File: src/rtl/led4_capture.sv
// Capture side of a 4-digit multiplexed 7-segment bus: rebuilds digits 3..0 and publishes whole frames.
// Optional saturating error counter port enabled by defining LED4_CAPTURE_ERRCNT_EN.
module led4_capture #(
  parameter int unsigned STABLE_CYCLES = 1
) (
  input  logic       CK,
  input  logic       RST_N,
  input  logic [7:0] LED,
  input  logic [3:0] selecters,
  output logic [7:0] LED3,
  output logic [7:0] LED2,
  output logic [7:0] LED1,
  output logic [7:0] LED0,
  output logic       frame_valid,
  output logic       sel_error,
  output logic       seq_error
`ifdef LED4_CAPTURE_ERRCNT_EN
  ,
  output logic [7:0] err_count
`endif
);

  typedef enum logic [1:0] {IDLE, EXP2, EXP1, EXP0} state_t;

  localparam logic [3:0] STABLE_CNT = 4'(STABLE_CYCLES);

  logic [3:0] in_sel_q, in_sel_d;
  logic [7:0] in_led_q, in_led_d;
  logic [3:0] cnt_q, cnt_d;
  logic       armed_q, armed_d;
  logic       changed, capture;

  state_t     state_q, state_d;
  logic [7:0] sh3_q, sh3_d, sh2_q, sh2_d, sh1_q, sh1_d;
  logic [7:0] out3_q, out3_d, out2_q, out2_d, out1_q, out1_d, out0_q, out0_d;
  logic       frame_valid_q, frame_valid_d;
  logic       sel_error_q, sel_error_d;
  logic       seq_error_q, seq_error_d;

  logic       blank, legal;
  logic [1:0] digit, exp_digit;

  // A dwell is captured once, when the registered pair has been seen STABLE_CYCLES times.
  assign changed = (selecters != in_sel_q) || (LED != in_led_q);
  assign capture = armed_q && (cnt_q == STABLE_CNT);

  always_comb begin
    in_sel_d = selecters;
    in_led_d = LED;
    if (changed) begin
      cnt_d   = 4'd1;
      armed_d = 1'b1;
    end else begin
      cnt_d   = (cnt_q == 4'hF) ? cnt_q : cnt_q + 4'd1;
      armed_d = armed_q && !capture;
    end
  end

  always_comb begin
    blank = 1'b0;
    legal = 1'b0;
    digit = 2'd0;
    case (in_sel_q)
      4'b1111: blank = 1'b1;
      4'b0111: begin legal = 1'b1; digit = 2'd3; end
      4'b1011: begin legal = 1'b1; digit = 2'd2; end
      4'b1101: begin legal = 1'b1; digit = 2'd1; end
      4'b1110: begin legal = 1'b1; digit = 2'd0; end
      default: ;
    endcase
  end

  always_comb begin
    case (state_q)
      EXP2:    exp_digit = 2'd2;
      EXP1:    exp_digit = 2'd1;
      EXP0:    exp_digit = 2'd0;
      default: exp_digit = 2'd3;
    endcase
  end

  always_comb begin
    state_d       = state_q;
    sh3_d         = sh3_q;
    sh2_d         = sh2_q;
    sh1_d         = sh1_q;
    out3_d        = out3_q;
    out2_d        = out2_q;
    out1_d        = out1_q;
    out0_d        = out0_q;
    frame_valid_d = 1'b0;
    sel_error_d   = 1'b0;
    seq_error_d   = 1'b0;
    if (capture && !blank && !legal) begin
      sel_error_d = 1'b1;
      state_d     = IDLE;
      sh3_d       = 8'h00;
      sh2_d       = 8'h00;
      sh1_d       = 8'h00;
    end else if (capture && legal) begin
      if (state_q == IDLE) begin
        if (digit == 2'd3) begin
          sh3_d   = in_led_q;
          state_d = EXP2;
        end
      end else if (digit == exp_digit) begin
        case (state_q)
          EXP2: begin sh2_d = in_led_q; state_d = EXP1; end
          EXP1: begin sh1_d = in_led_q; state_d = EXP0; end
          default: begin
            out3_d        = sh3_q;
            out2_d        = sh2_q;
            out1_d        = sh1_q;
            out0_d        = in_led_q;
            frame_valid_d = 1'b1;
            state_d       = IDLE;
          end
        endcase
      end else if (digit == exp_digit + 2'd1) begin
        // Same strobe re-captured with a new pattern: refresh the digit just taken.
        case (digit)
          2'd3:    sh3_d = in_led_q;
          2'd2:    sh2_d = in_led_q;
          default: sh1_d = in_led_q;
        endcase
      end else begin
        seq_error_d = 1'b1;
        sh3_d       = 8'h00;
        sh2_d       = 8'h00;
        sh1_d       = 8'h00;
        if (digit == 2'd3) begin
          sh3_d   = in_led_q;
          state_d = EXP2;
        end else begin
          state_d = IDLE;
        end
      end
    end
  end

  always_ff @(posedge CK or negedge RST_N) begin
    if (!RST_N) begin
      in_sel_q      <= 4'b1111;
      in_led_q      <= 8'h00;
      cnt_q         <= 4'd0;
      armed_q       <= 1'b0;
      state_q       <= IDLE;
      sh3_q         <= 8'h00;
      sh2_q         <= 8'h00;
      sh1_q         <= 8'h00;
      out3_q        <= 8'h00;
      out2_q        <= 8'h00;
      out1_q        <= 8'h00;
      out0_q        <= 8'h00;
      frame_valid_q <= 1'b0;
      sel_error_q   <= 1'b0;
      seq_error_q   <= 1'b0;
    end else begin
      in_sel_q      <= in_sel_d;
      in_led_q      <= in_led_d;
      cnt_q         <= cnt_d;
      armed_q       <= armed_d;
      state_q       <= state_d;
      sh3_q         <= sh3_d;
      sh2_q         <= sh2_d;
      sh1_q         <= sh1_d;
      out3_q        <= out3_d;
      out2_q        <= out2_d;
      out1_q        <= out1_d;
      out0_q        <= out0_d;
      frame_valid_q <= frame_valid_d;
      sel_error_q   <= sel_error_d;
      seq_error_q   <= seq_error_d;
    end
  end

  assign LED3        = out3_q;
  assign LED2        = out2_q;
  assign LED1        = out1_q;
  assign LED0        = out0_q;
  assign frame_valid = frame_valid_q;
  assign sel_error   = sel_error_q;
  assign seq_error   = seq_error_q;

`ifdef LED4_CAPTURE_ERRCNT_EN
  logic [7:0] err_count_q, err_count_d;

  // Counts error cycles, not error kinds: both pulses together add one.
  always_comb begin
    err_count_d = err_count_q;
    if ((sel_error_q || seq_error_q) && (err_count_q != 8'hFF))
      err_count_d = err_count_q + 8'd1;
  end

  always_ff @(posedge CK or negedge RST_N) begin
    if (!RST_N) err_count_q <= 8'h00;
    else        err_count_q <= err_count_d;
  end

  assign err_count = err_count_q;
`endif

endmodule

File: config.mk
export PLATFORM = sky130hd
export DESIGN_NAME = led4_capture
export DESIGN_NICKNAME = d
export VERILOG_FILES = /design/src/rtl/led4_capture.sv
export SDC_FILE = /design/constraint.sdc
export NUM_CORES = 1
export LEC_CHECK = 0
export ABC_AREA = 0
export CORE_ASPECT_RATIO = 0.9
export CORE_MARGIN = 4
export CORE_UTILIZATION = 55
export DETAILED_ROUTE_END_ITERATION = 7
export PLACE_DENSITY = 0.8
export SLEW_MARGIN = 10
export SYNTH_ARGS = -nofsm -noshare
export SYNTH_HDL_FRONTEND = slang
export SYNTH_SLANG_ARGS = --single-unit
File: constraint.sdc
create_clock -name CK -period 2.8 [get_ports CK]
set_input_delay 0.7 -clock CK [delete_from_list [all_inputs] [get_ports CK]]
set_output_delay 0.7 -clock CK [all_outputs]
set_load 0.01 [all_outputs]
Word level (Yosys, flattened, before mapping)
Cells that the tools add are included.
- output and inout port bits: 35
- latch bits: 0
- memory bits (read-only): 0
- memory bits (writable): 0
- register bits: 78
- input bits: 14
- word-level logic and storage cells: 111
- memories: 0
- mux-type cells: 47
- reduce and logical (&&, ||, !) cells: 19
- order comparisons: 0
- divide/modulo/power cells: 0
- add/sub/neg operators: 2
- bitwise logic cells: 3
- shift operators: 0
- multipliers: 0
- equality and inequality tests: 25
- operator list (cell ; number):
    8-bit 2-to-1 mux ; 21
    4-bit == test, second input constant ; 5
    1-bit 2-to-1 mux ; 15
    2-bit 2-to-1 mux ; 6
    2-bit case mux with 3 select lines ; 2
    3-bit by 2-bit inequality test with 1-bit output, second input constant ; 3
    2-bit == test, second input constant ; 4
    4-bit 2-to-1 mux ; 2
    4-bit inequality test, second input constant ; 2
    8-bit inequality test ; 1
    4-bit AND reduction ; 2
    1-bit logical AND ; 5
    5-bit AND reduction ; 1
    4-bit by 1-bit adder with 4-bit output, second input constant ; 1
    2-bit == test ; 2
    4-bit by 1-bit == test with 1-bit output, second input constant ; 1
    4-bit by 3-bit == test with 1-bit output, second input constant ; 1
    2-bit inequality test, second input constant ; 2
    4-bit by 3-bit inequality test with 1-bit output, second input constant ; 1
    4-bit inequality test ; 1
    2-bit case mux with 2 select lines ; 1
    2-bit OR reduction ; 2
    4-bit OR reduction ; 1
    1-bit zero test ; 3
    other kinds (9) ; 11

Longest topological paths before layout
- depth after elaboration: 10
- depth in mapped cells: 10
- gate-level depth less buffers: 8

Worst setup path after synthesis
Ideal clock, no wire load.
- path type: register to register
- from: register state_q[0]
- to: register out0_q[3], in the netlist LED0[3]
- data arrival time: 2293 ps
- stages on the path, launching flop included: 10
- period minus slack after synthesis: 2418 ps
- setup slack: 382 ps
- required time: 2675 ps
- library setup time: 125 ps
- path buffers: 2
- path through: dfrtp_1 > inv_1 > ha_1 > buf_2 > nor2_1 > or3_1 > a22o_1 > nor3_4 > buf_6 > mux2_2
- word-level cells in the longest chain between the ends: 4
- elaborated cells on any way between the ends: 10
- classes of those cells: eq/ne (4); mux (1); bitwise (2); reduce/logical (3)
- RTL lines (item ; line ; source):
    start: declaration ; 33 ; state_t state_q, state_d;
    start signal: assignment ; 163 ; state_q <= state_d;
    2-bit == test (tied with other cells) ; 74 ; case (state_q)
    2-bit case mux with 3 select lines / 2-bit OR reduction (equally long branches) ; n/a ;
    2-bit == test / 1-bit inverter (equally long branches) ; n/a ;
    5-bit AND reduction (no line) (*) ; n/a ;
    end signal: assignment ; 170 ; out0_q <= out0_d;
    end: declaration ; 35 ; logic [7:0] out3_q, out3_d, out2_q, out2_d, out1_q, out1_d, out0_q, out0_d;
Every way passes the cells marked *; elsewhere a longest branch is shown, timed or not.
A chain may end at the register's enable or synchronous reset.

Worst setup path after layout
- from: register in_sel_q[0]
- to: register out0_q[4], in the netlist LED0[4]
- word-level cells in the longest chain between the ends: 7
- elaborated cells on any way between the ends: 17
- classes of those cells: eq/ne (6); mux (3); bitwise (1); reduce/logical (7)
- RTL lines (item ; line ; source):
    start: declaration ; 27 ; logic [3:0] in_sel_q, in_sel_d;
    start signal: assignment ; 159 ; in_sel_q <= in_sel_d;
    4-bit == test / 4-bit by 3-bit == test with 1-bit output (equally long branches) ; 63 ; case (in_sel_q)
    4-bit OR reduction (no line) / 1-bit 2-to-1 mux (equally long branches) ; n/a ;
    1-bit 2-to-1 mux / 1-bit zero test (equally long branches) ; 63, 94 ;
    1-bit zero test / 1-bit logical AND (equally long branches) ; 94 ; if (capture && !blank && !legal) begin
    1-bit logical AND ; 94 ;
    1-bit inverter (no line) ; n/a ;
    5-bit AND reduction (no line) (*) ; n/a ;
Marks and branches as above.

==> results.tsv <==
metric	value	unit
reg2reg path depth	6	
Final setup viols	0	
Post-DRT Antenna Nets	0	
total CTS buffers	9	
Die Area	0.008115	mm²
CTS tree	built	
via count	2681	
wire length per cell	17.31	µm
Setup crit end kind	register	
1st-iter DRT viols	184	
Total Routed Length	7944	µm
setup TNS	0	ns
initial core utilization	56.55	%
DRC	0	
fin nets	383	
Buffers on Ports	48	
Die W	94.51	µm
Reg clk slew, reported paths	0.09	ns
commonest non-fill, non-tap cell in the layout	dfrtp_1	
n_diodes	0	
CP max FO	20	
CP required	3.05	ns
flop2flop setup slack	0.20	ns
setup slack after layout	0.2040	ns
proportion of layout cells with a drive suffix above 1	17.62	%
clk buf depth	2	
Setup crit start kind	register	
static leakage	1.947	nW
Top Ports	49	
vias per inst	5.841	
ys async rst share	100.0	%
drt pass-1 iters	4	
clk root buf	clkbuf_8	
minimum clock period	2.596	ns
GPL Wtd Cong	0.8714	
number of H-tree levels	3	
Max VDD drop	0.0003615	V
status	finished clean	
Rows	28	
CORE AREA	0.006551	mm²
area grow syn2layout	21.78	%
Fmax	385.2	MHz
EDFF count, synth	0	
Sink Count	78	
Seq/Total Area, Yosys	52.82	%
Die H	85.86	µm
syn_nets	329	
first-pass GRT wire length	13500	µm
cts hold-fix bufs	0	
antenna violations before repair	0	
critical path arrival	2.84	ns
largest net degree at the start of global routing	42	
Syn Area/Cell	11.95	µm²
Hold Violations, Final	0	
Post-synth top flop	dfrtp_1	
pwr dens	508.1	mW/mm²
Clock Latency Late Sink	0.36	ns
RSZ-0062 raised after global routing	false	
total gr overflow	0	
maxcap violations	0	
Synth Warn #	0	
dpl hpwl	5721	µm
post-CTS setup buffers	0	
type of the most critical hold path	in2async	
Post-Syn Instances	310	
vias in the first global route	2679	
Post-CTS Resized	0	
Final Max Slew Viols	0	
DP Worst Slack	0.2164	ns
flops & latches, synth	78	
worst slew pin tran	0.7534	ns
gr usage total	21.98	%
Final Cycle Share	92.72	%
critical path class	reg2reg	
most frequent cells in the layout	74 x dfrtp_1, 47 x clkdlybuf4s50_1, 27 x mux2_2	
Slew Limit Headroom	49.77	%
post-synth cell types	53	
Post-Synthesis Cell Area	0.003705	mm²
Final Skew	0.007133	ns
[cells in the mapped netlist, types with 3 or more instances]
| library cell | count | area share, % |
|---|---|---|
| dfrtp_1 | 74 | 50 |
| mux2_2 | 27 | 8.2 |
| nand2_1 | 18 | 1.8 |
| xnor2_1 | 16 | 3.8 |
| inv_1 | 13 | 1.3 |
| o211ai_1 | 11 | 2.2 |
| a22o_1 | 9 | 2.1 |
| o21ai_0 | 9 | 1.2 |
| a21boi_0 | 8 | 1.6 |
| a32oi_1 | 8 | 1.9 |
| mux2i_1 | 8 | 2.2 |
| o31ai_1 | 8 | 1.6 |
| buf_2 | 7 | 0.95 |
| clkbuf_1 | 5 | 0.51 |
| ha_1 | 5 | 1.7 |
| mux2_1 | 5 | 1.5 |
| nand2b_1 | 5 | 0.84 |
| nor2_1 | 5 | 0.51 |
| dfstp_2 | 4 | 2.8 |
| nor3_1 | 4 | 0.54 |
| or3_1 | 4 | 0.68 |
| a211oi_1 | 3 | 0.61 |
| a21oi_1 | 3 | 0.41 |
| buf_4 | 3 | 0.61 |
| buf_6 | 3 | 0.91 |
| nand3_1 | 3 | 0.41 |
| nand3b_1 | 3 | 0.61 |
| nand4_1 | 3 | 0.51 |
| o211a_1 | 3 | 0.81 |
| o21a_1 | 3 | 0.61 |
[state kept, by name, summed over array words and instances, names as in the netlist, 8 cells and up]
name	cells
sh2_q	8
sh3_q	8
LED1	8
sh1_q	8
LED3	8
in_led_q	8
LED0	8
LED2	8
[kinds of logic after synthesis]
family / after synthesis / share of synthesized area, %
AO/OA/AOI/OAI: 77 / 15.64
XOR/XNOR: 16 / 3.782
adder cells (fa/ha/maj): 5 / 1.689
buffers and inverters: 31 / 4.289
flip-flops: 78 / 52.82
multiplexers: 40 / 11.89
AND/OR/NAND/NOR: 63 / 9.895
[final timing paths]
kind                                       start                     to
min                                        RST_N    LED2[1]$_DFFE_PN0P_
max in group asynchronous                  RST_N  in_sel_q[1]$_DFF_PN1_
min reg2reg                  LED0[0]$_DFFE_PN0P_    LED0[0]$_DFFE_PN0P_
max reg2reg                in_sel_q[0]$_DFF_PN1_    LED0[4]$_DFFE_PN0P_
min in group CK              LED0[0]$_DFFE_PN0P_    LED0[0]$_DFFE_PN0P_
max                        in_sel_q[0]$_DFF_PN1_    LED0[4]$_DFFE_PN0P_
[through the flow]
stage	util, %	total power [W]	hold slack, ns	cells	area (µm²)
final	68.87	0.002292	0.3190	459	4512
after floorplan	-	0.001341	0.4044	310	3705
after global routing	68.87	0.002398	0.3494	459	4512
after global placement	65.76	0.001436	0.4536	443	4308
after detailed placement	65.76	0.001443	0.4751	443	4308
after CTS	68.87	0.002309	0.3297	459	4512
[report_power, final]
part / leakage [nW] / switching [W] / internal (W)
logic: 0.813 / 0.000124 / 0.0000969
clock network: 0.0968 / 0.000448 / 0.000422
registers: 1.04 / 0.0000402 / 0.00116
[layer usage]
layer | vias to the layer above | GRT usage (%) | wire, µm
li1 | 1261 | - | -
met1 | 1323 | 30.90 | 3546
met2 | 88 | 34.21 | 3841
met3 | 9 | 4.474 | 459
met4 | 0 | 7.733 | 97
met5 | - | 0 | 0
[worst max-delay path, stage by stage (launching register included)]
cell and delay, ns:
dfstp_2 0.67, nand2_1 0.18, or3_1 0.44, a22o_1 0.33
nor3_4 0.19, buf_4 0.29, mux2_2 0.37
[area by class of cell]
class                   instances  area (µm²)
multi-input cells             201        1589
well taps                      90       112.6
repair buffers                 61       600.6
clock buffers                   9       123.9
clock inverters                 7       80.08
fillers                       498        2039
inverters                      13       48.80
flip-flops and latches         78        1957
Power figures use the tool's default switching activity.
